--- config.mk ---
export PLATFORM = sky130hd
export DESIGN_NAME = fractal_view_ctrl
export DESIGN_NICKNAME = d
export VERILOG_FILES = /design/src/rtl/fractal_view_pkg.sv /design/src/rtl/sync_fall_det.sv /design/src/rtl/fractal_view_ctrl.sv
export SDC_FILE = /design/constraint.sdc
export NUM_CORES = 1
export LEC_CHECK = 0
export BUFFER_PORTS_ARGS = -buffer_cell sky130_fd_sc_hd__buf_2
export CAP_MARGIN = 20
export CORE_MARGIN = 5
export CORE_UTILIZATION = 70
export DETAILED_ROUTE_END_ITERATION = 8
export PLACE_DENSITY = 0.95
export SYNTH_ARGS = -nofsm -noshare
export SYNTH_HDL_FRONTEND = slang
export SYNTH_SLANG_ARGS = --single-unit
--- constraint.sdc ---
create_clock -name Clk_100M -period 27.8 [get_ports Clk_100M]
set_clock_uncertainty 0.1 [all_clocks]
set_input_delay 5.56 -clock Clk_100M [delete_from_list [all_inputs] [get_ports Clk_100M]]
set_output_delay 5.56 -clock Clk_100M [all_outputs]
set_load 0.01 [all_outputs]
--- src/rtl/fractal_view_pkg.sv ---
// rtl/fractal_view_pkg.sv - shared opcodes, Q2.13 constants, home view and helpers for the view controller
package fractal_view_pkg;

    localparam int FRAC_BITS = 13;
    localparam int CALC_W    = 26;

    localparam logic [15:0] HOME_SX_DEF = 16'hE000;
    localparam logic [15:0] HOME_SY_DEF = 16'hE000;
    localparam logic [15:0] HOME_DX_DEF = 16'h0019;
    localparam logic [15:0] HOME_DY_DEF = 16'h0022;

    typedef enum logic [2:0] {
        OP_NOP      = 3'd0,
        OP_PAN_L    = 3'd1,
        OP_PAN_R    = 3'd2,
        OP_PAN_U    = 3'd3,
        OP_PAN_D    = 3'd4,
        OP_ZOOM_IN  = 3'd5,
        OP_ZOOM_OUT = 3'd6,
        OP_HOME     = 3'd7
    } cmd_op_t;

    typedef enum logic [2:0] {
        IDLE   = 3'd0,
        PEND   = 3'd1,
        CALC_X = 3'd2,
        CALC_Y = 3'd3,
        COMMIT = 3'd4
    } state_t;

    // One axis of the view: signed start coordinate and unsigned step.
    typedef struct packed {
        logic [15:0] start;
        logic [15:0] step;
    } axis_t;

    // Clamp a wide signed start value into the 16-bit Q2.13 range.
    function automatic logic [15:0] sat16(input logic signed [CALC_W-1:0] v);
        if (v > 26'sd32767) begin
            return 16'h7FFF;
        end else if (v < -26'sd32768) begin
            return 16'h8000;
        end else begin
            return v[15:0];
        end
    endfunction

    // Multiply by an elaboration-time constant as a sum of shifted copies,
    // so only adders are built.
    function automatic logic signed [CALC_W-1:0] mul_const(input logic signed [CALC_W-1:0] a,
                                                           input int k);
        logic signed [CALC_W-1:0] acc;
        acc = '0;
        for (int i = 0; i < 16; i++) begin
            if (k[i]) begin
                acc = acc + (a <<< i);
            end
        end
        return acc;
    endfunction

endpackage

--- src/rtl/sync_fall_det.sv ---
// rtl/sync_fall_det.sv - two-flop synchronizer with falling-edge pulse
// clk        : clock
// reset      : synchronous active-high reset, flops preset to 1 (input idle high)
// async_in   : asynchronous active-low input
// fall_pulse : one-cycle pulse when the synchronized input goes 1 -> 0
module sync_fall_det (
    input  logic clk,
    input  logic reset,
    input  logic async_in,
    output logic fall_pulse
);

    logic sync_1;
    logic sync_2;
    logic sync_prev;

    always_ff @(posedge clk) begin
        if (reset) begin
            sync_1    <= 1'b1;
            sync_2    <= 1'b1;
            sync_prev <= 1'b1;
        end else begin
            sync_1    <= async_in;
            sync_2    <= sync_1;
            sync_prev <= sync_2;
        end
    end

    assign fall_pulse = sync_prev & ~sync_2;

endmodule

--- src/rtl/fractal_view_ctrl.sv ---
// rtl/fractal_view_ctrl.sv - pan/zoom view controller committing new fractal coordinates on VS
// Clk_100M    : clock, rising edge
// reset       : synchronous active-high reset
// VS          : asynchronous active-low vertical sync
// cmd_valid   : command offered; cmd_op : opcode; cmd_ready : accepting (IDLE only)
// startX/Y    : signed Q2.13 coordinate of column 0 / line 0
// stepX/Y     : unsigned Q2.13 increment per pixel / line
// view_update : one-cycle pulse in the cycle the new view appears
module fractal_view_ctrl
    import fractal_view_pkg::*;
#(
    parameter int          H_PIX     = 640,
    parameter int          V_PIX     = 480,
    parameter int          PAN_SHIFT = 5,
    parameter logic [15:0] STEP_MAX  = 16'h0100,
    parameter logic [15:0] HOME_SX   = HOME_SX_DEF,
    parameter logic [15:0] HOME_SY   = HOME_SY_DEF,
    parameter logic [15:0] HOME_DX   = HOME_DX_DEF,
    parameter logic [15:0] HOME_DY   = HOME_DY_DEF
) (
    input  logic        Clk_100M,
    input  logic        reset,
    input  logic        VS,
    input  logic        cmd_valid,
    input  logic [2:0]  cmd_op,
    output logic        cmd_ready,
    output logic [15:0] startX,
    output logic [15:0] startY,
    output logic [15:0] stepX,
    output logic [15:0] stepY,
    output logic        view_update
);

    state_t  state_q;
    state_t  state_n;
    cmd_op_t pend_op;
    axis_t   shadow_x;
    axis_t   x_next;
    axis_t   y_next;
    logic    vs_fall;
    logic    accept;
    logic    zin_block;
    logic    zout_block;

    sync_fall_det u_vs_det (
        .clk        (Clk_100M),
        .reset      (reset),
        .async_in   (VS),
        .fall_pulse (vs_fall)
    );

    assign cmd_ready   = (state_q == IDLE);
    assign accept      = cmd_valid & cmd_ready;
    assign view_update = (state_q == COMMIT);

    // A zoom moves both axes or neither, so the limits are judged jointly.
    assign zin_block  = ((stepX >> 1) == 16'd0) || ((stepY >> 1) == 16'd0);
    assign zout_block = ({stepX, 1'b0} > {1'b0, STEP_MAX}) || ({stepY, 1'b0} > {1'b0, STEP_MAX});

    function automatic axis_t axis_next(input cmd_op_t     op,
                                        input logic [15:0] start,
                                        input logic [15:0] step,
                                        input int          half,
                                        input cmd_op_t     op_dec,
                                        input cmd_op_t     op_inc,
                                        input logic [15:0] home_start,
                                        input logic [15:0] home_step,
                                        input logic        blk_in,
                                        input logic        blk_out);
        logic signed [CALC_W-1:0] s;
        logic signed [CALC_W-1:0] d;
        logic signed [CALC_W-1:0] ns;
        axis_t res;
        s         = CALC_W'(signed'(start));
        d         = signed'(CALC_W'(step));
        ns        = signed'(CALC_W'(step >> 1));
        res.start = start;
        res.step  = step;
        case (op)
            OP_HOME: begin
                res.start = home_start;
                res.step  = home_step;
            end
            OP_ZOOM_IN: begin
                // Shift start by the shrink of half a screen so the centre stays put.
                if (!blk_in) begin
                    res.start = sat16(s + mul_const(d - ns, half));
                    res.step  = step >> 1;
                end
            end
            OP_ZOOM_OUT: begin
                if (!blk_out) begin
                    res.start = sat16(s - mul_const(d, half));
                    res.step  = step << 1;
                end
            end
            default: begin
                if (op == op_dec) begin
                    res.start = sat16(s - (d <<< PAN_SHIFT));
                end else if (op == op_inc) begin
                    res.start = sat16(s + (d <<< PAN_SHIFT));
                end
            end
        endcase
        return res;
    endfunction

    assign x_next = axis_next(pend_op, startX, stepX, H_PIX / 2, OP_PAN_L, OP_PAN_R,
                              HOME_SX, HOME_DX, zin_block, zout_block);
    assign y_next = axis_next(pend_op, startY, stepY, V_PIX / 2, OP_PAN_U, OP_PAN_D,
                              HOME_SY, HOME_DY, zin_block, zout_block);

    always_comb begin
        state_n = state_q;
        case (state_q)
            IDLE:    if (accept)  state_n = PEND;
            PEND:    if (vs_fall) state_n = CALC_X;
            CALC_X:  state_n = CALC_Y;
            CALC_Y:  state_n = COMMIT;
            COMMIT:  state_n = IDLE;
            default: state_n = IDLE;
        endcase
    end

    // X is staged in CALC_X; Y is formed in CALC_Y and all four outputs load
    // together on the edge into COMMIT, so the new view is visible in the
    // same cycle as view_update.
    always_ff @(posedge Clk_100M) begin
        if (reset) begin
            state_q  <= IDLE;
            pend_op  <= OP_NOP;
            shadow_x <= '{start: HOME_SX, step: HOME_DX};
            startX   <= HOME_SX;
            startY   <= HOME_SY;
            stepX    <= HOME_DX;
            stepY    <= HOME_DY;
        end else begin
            state_q <= state_n;
            if (accept) begin
                pend_op <= cmd_op_t'(cmd_op);
            end
            if (state_q == CALC_X) begin
                shadow_x <= x_next;
            end
            if (state_q == CALC_Y) begin
                startX <= shadow_x.start;
                stepX  <= shadow_x.step;
                startY <= y_next.start;
                stepY  <= y_next.step;
            end
        end
    end

endmodule

==> key figures <==
Setup path
  – CP peak stage delay: roughly 790 ps
  – WS Path Type: flip-flop to flip-flop
  – Data required, critical path: about 28000 ps
  – Worst r2r src: stepY[1]
  – Slowest CP cell: a2111oi_0
  – Delay-heaviest family, CP: compound AO/OA/AOI/OAI gates
  – Reg2reg path depth: 38
  – Start point of the critical path: stepY[1]
  – Crit-path max FO: 14
  – Worst r2r dst: startY[12]
  – CP Capture Type: flip-flop
  – Crit path DAT: around 12000 ps
  – Crit path capture: startY[12]
  – Reg2reg setup slack: roughly 16000 ps
  – Worst path bufs/invs: 2
  – Critical path's most frequent cell: ha_1
  – Crit. path cell count: 38
  – Critical Path Source Type: flip-flop

Synthesis
  – Synth area leader: ha_1
  – Mapped Cells: about 2800
  – Synth warn: 0
  – EDFF count, synth: 0
  – Asr flop ratio synth: 0
  – Synthesized area: 20500 um2
  – Post-synthesis cell type count: roughly 100
  – Sequential element share of the synthesized area: 0.0997
  – Top post-synthesis cells by area: ha_1 (20%), dfxtp_1 (10%), xnor2_1 (7.1%), a21oi_1 (6.7%), inv_1 (4.1%)
  – Syn Area/Cell: roughly 7.4 um2
  – Top FF cell, synth: dfxtp_1
  – Top-area cell type share of the netlist area: 0.202
  – Seq cells post-synth: between 100 and 150
  – Syn_nets: 3135

Routing
  – WL final: around 64000 um
  – Drt first pass iters: 7
  – ANT nets after route: 0
  – Routed wire length per instance: between 20 and 25 um
  – DR DRC count: 0
  – Routed vias/inst: between 6 and 7
  – Via count: around 22000
  – Initial DRC Count: between 2000 and 2500

Place
  – # port buffers: just over 70
  – Dpl hpwl: 49100 um
  – DP Worst Slack: ~16000 ps
  – Routability Congestion: approximately 1.1

Min path
  – Class of the worst hold path: flip-flop to flip-flop

Floorplanning
  – Core ar.: 28800 um2
  – Die area: between 30000 and 40000 um2
  – # IOs: between 70 and 80
  – Die width: roughly 180 um
  – Site Rows: 62
  – Initial core utilization: 0.712
  – Die height: between 150 and 200 um

Run status
  – Status: finished, final reports clean

Timing
  – Worst slew pin tran: 1080 ps
  – Tcrit/Tclk final: 0.421
  – RSZ-0062 raised after global routing: no
  – Crit path time final: 11700 ps
  – Max_slew headroom: 0.274
  – Slew Limit Fails: 0
  – Final count of negative-setup-slack endpoints: 0
  – Setup ws final: approximately 16000 ps
  – FMAX: around 85 MHz
  – Setup TNS: 0 ps
  – Fin. Hold Viols: 0

Pwr
  – Design Power: 0.381 mW
  – Pwr dens: between 15 and 20 nW/um2
  – Peak VDD IR: ~0.027 mV
  – Pleak: between 9 and 10 nW

Clocking
  – Cts hold-fix bufs: 0
  – H-tree depth: 3
  – Clock transition at path regs: around 80 ps
  – CTS Root Buffer Type: clkbuf_16
  – Total clock sinks: around 100
  – TritonCTS Buffers: 9
  – TritonCTS clock tree: done
  – Post-CTS sizing: 0
  – Clock Path Buffers: 2
  – Setup bufs post-CTS: 0
  – Later-pin clock latency in the skew report: 370 ps

Flow run
  – MaxCap Viol Count: 0

Final layout
  – Layout cell share with drive strength beyond 1: 0.0655
  – Layout area overhead: 4.24%
  – Nets: 3130
  – Ant diodes: 0

GRT
  – GRT overflow: 0
  – Vias in the first global route: 20656
  – Initial antenna violation count: 0
  – Largest net degree at the start of global routing: between 90 and 100
  – First-pass GRT wire length: 102000 um
  – Total GRT Usage: 0.363
## per-stage QoR
step	instances	hold slack, ps	utilization	instance area, um2
floorplan	2780	289	-	20500
global placement	3148	292	0.731	21000
detailed placement	3148	297	0.731	21000
CTS	3164	317	0.742	21400
global route	3164	351	0.742	21400
finish	3164	315	0.742	21400
## layer usage
layer  vias to the layer above  wire (um)  GRT usage
met5                         -          0          0
met4                         0       3980      0.206
met3                       301       5510     0.0527
met2                      1220      29200      0.617
met1                     10072      24900      0.440
li1                      10159          -          -
## worst min path at each step
stage                 endpoint  slack [ps]            start  cells past startpoint
6_report       u_vs_det.sync_2         320  u_vs_det.sync_1                      1
5_1_grt        u_vs_det.sync_2         350  u_vs_det.sync_1                      1
4_1_cts        u_vs_det.sync_2         320  u_vs_det.sync_1                      1
3_5_place_dp   u_vs_det.sync_2         300  u_vs_det.sync_1                      1
3_3_place_gp   u_vs_det.sync_2         290  u_vs_det.sync_1                      1
2_1_floorplan  u_vs_det.sync_2         290  u_vs_det.sync_1                      1
## layout by cell type, fill, tap and decap left out, types with 49 or more instances in the layout
master / netlist / layout
inv_1: 222 / 222
a21oi_1: 276 / 276
a211oi_1: 50 / 49
ha_1: 330 / 330
xor2_1: 61 / 61
nand2_1: 168 / 168
o21bai_1: 59 / 59
nor2_1: 218 / 216
a21o_1: 68 / 68
nor3_1: 86 / 85
nand3_1: 57 / 57
dfxtp_1: 102 / 100
xnor2_1: 166 / 166
buf_2: 7 / 72
o21ai_0: 163 / 163
## synthesized netlist by cell type, drive strengths merged (17+ instances only)
| master | count |
|---|---|
| nand2b | 47 |
| nand3 | 57 |
| o31ai | 17 |
| o21a | 28 |
| nand4 | 27 |
| a211oi | 53 |
| o211ai | 26 |
| xor2 | 61 |
| and2 | 28 |
| nor3 | 86 |
| o21bai | 60 |
| a31oi | 29 |
| clkbuf | 91 |
| nor2 | 221 |
| dfxtp | 102 |
| nor2b | 39 |
| a221oi | 23 |
| and3 | 25 |
| inv | 229 |
| a21oi | 281 |
| o21ai | 175 |
| fa | 18 |
| ha | 330 |
| nor4 | 21 |
| nand2 | 169 |
| xnor2 | 166 |
| a21o | 70 |
| o221ai | 19 |
| a21boi | 24 |
## sequential cells by signal (all words and copies together) (netlist names)
register            flops
stepY                  16
pend_op                 3
u_vs_det.sync_2         1
u_vs_det.sync_prev      1
shadow_x               32
stepX                  16
startY                 13
state_q                 3
startX                 16
u_vs_det.sync_1         1
## logic make-up after synthesis
| kind of cell | count (synthesis) | synth area share |
|---|---|---|
| AOI/OAI and AO/OA | 962 | 0.319 |
| and+or+nand+nor | 788 | 0.190 |
| adders and majority gates | 348 | 0.219 |
| buffers and inverters | 335 | 0.0627 |
| xor gates and xnor gates | 232 | 0.103 |
| DFF | 102 | 0.0997 |
| muxes | 13 | 0.00721 |
## area by class of cell
cell class                      instances  area [um2]
Multi-Input combinational cell       2343       17200
Fill cell                            2278        7430
Sequential cell                       102        2040
Inverter                              231         867
Timing Repair Buffer                   88         480
Tap cell                              384         480
Clock buffer                           11         243
Clock inverter                          5        65.1
## report_power, final
part           total (mW)  leakage [nW]  internal [mW]  switching (mW)
Combinational      0.0969          8.61         0.0357          0.0611
Clock               0.135         0.151         0.0736          0.0611
Sequential          0.150         0.823          0.147         0.00228
Total               0.381          9.59          0.257           0.124
Power figures use the tool's default switching activity.
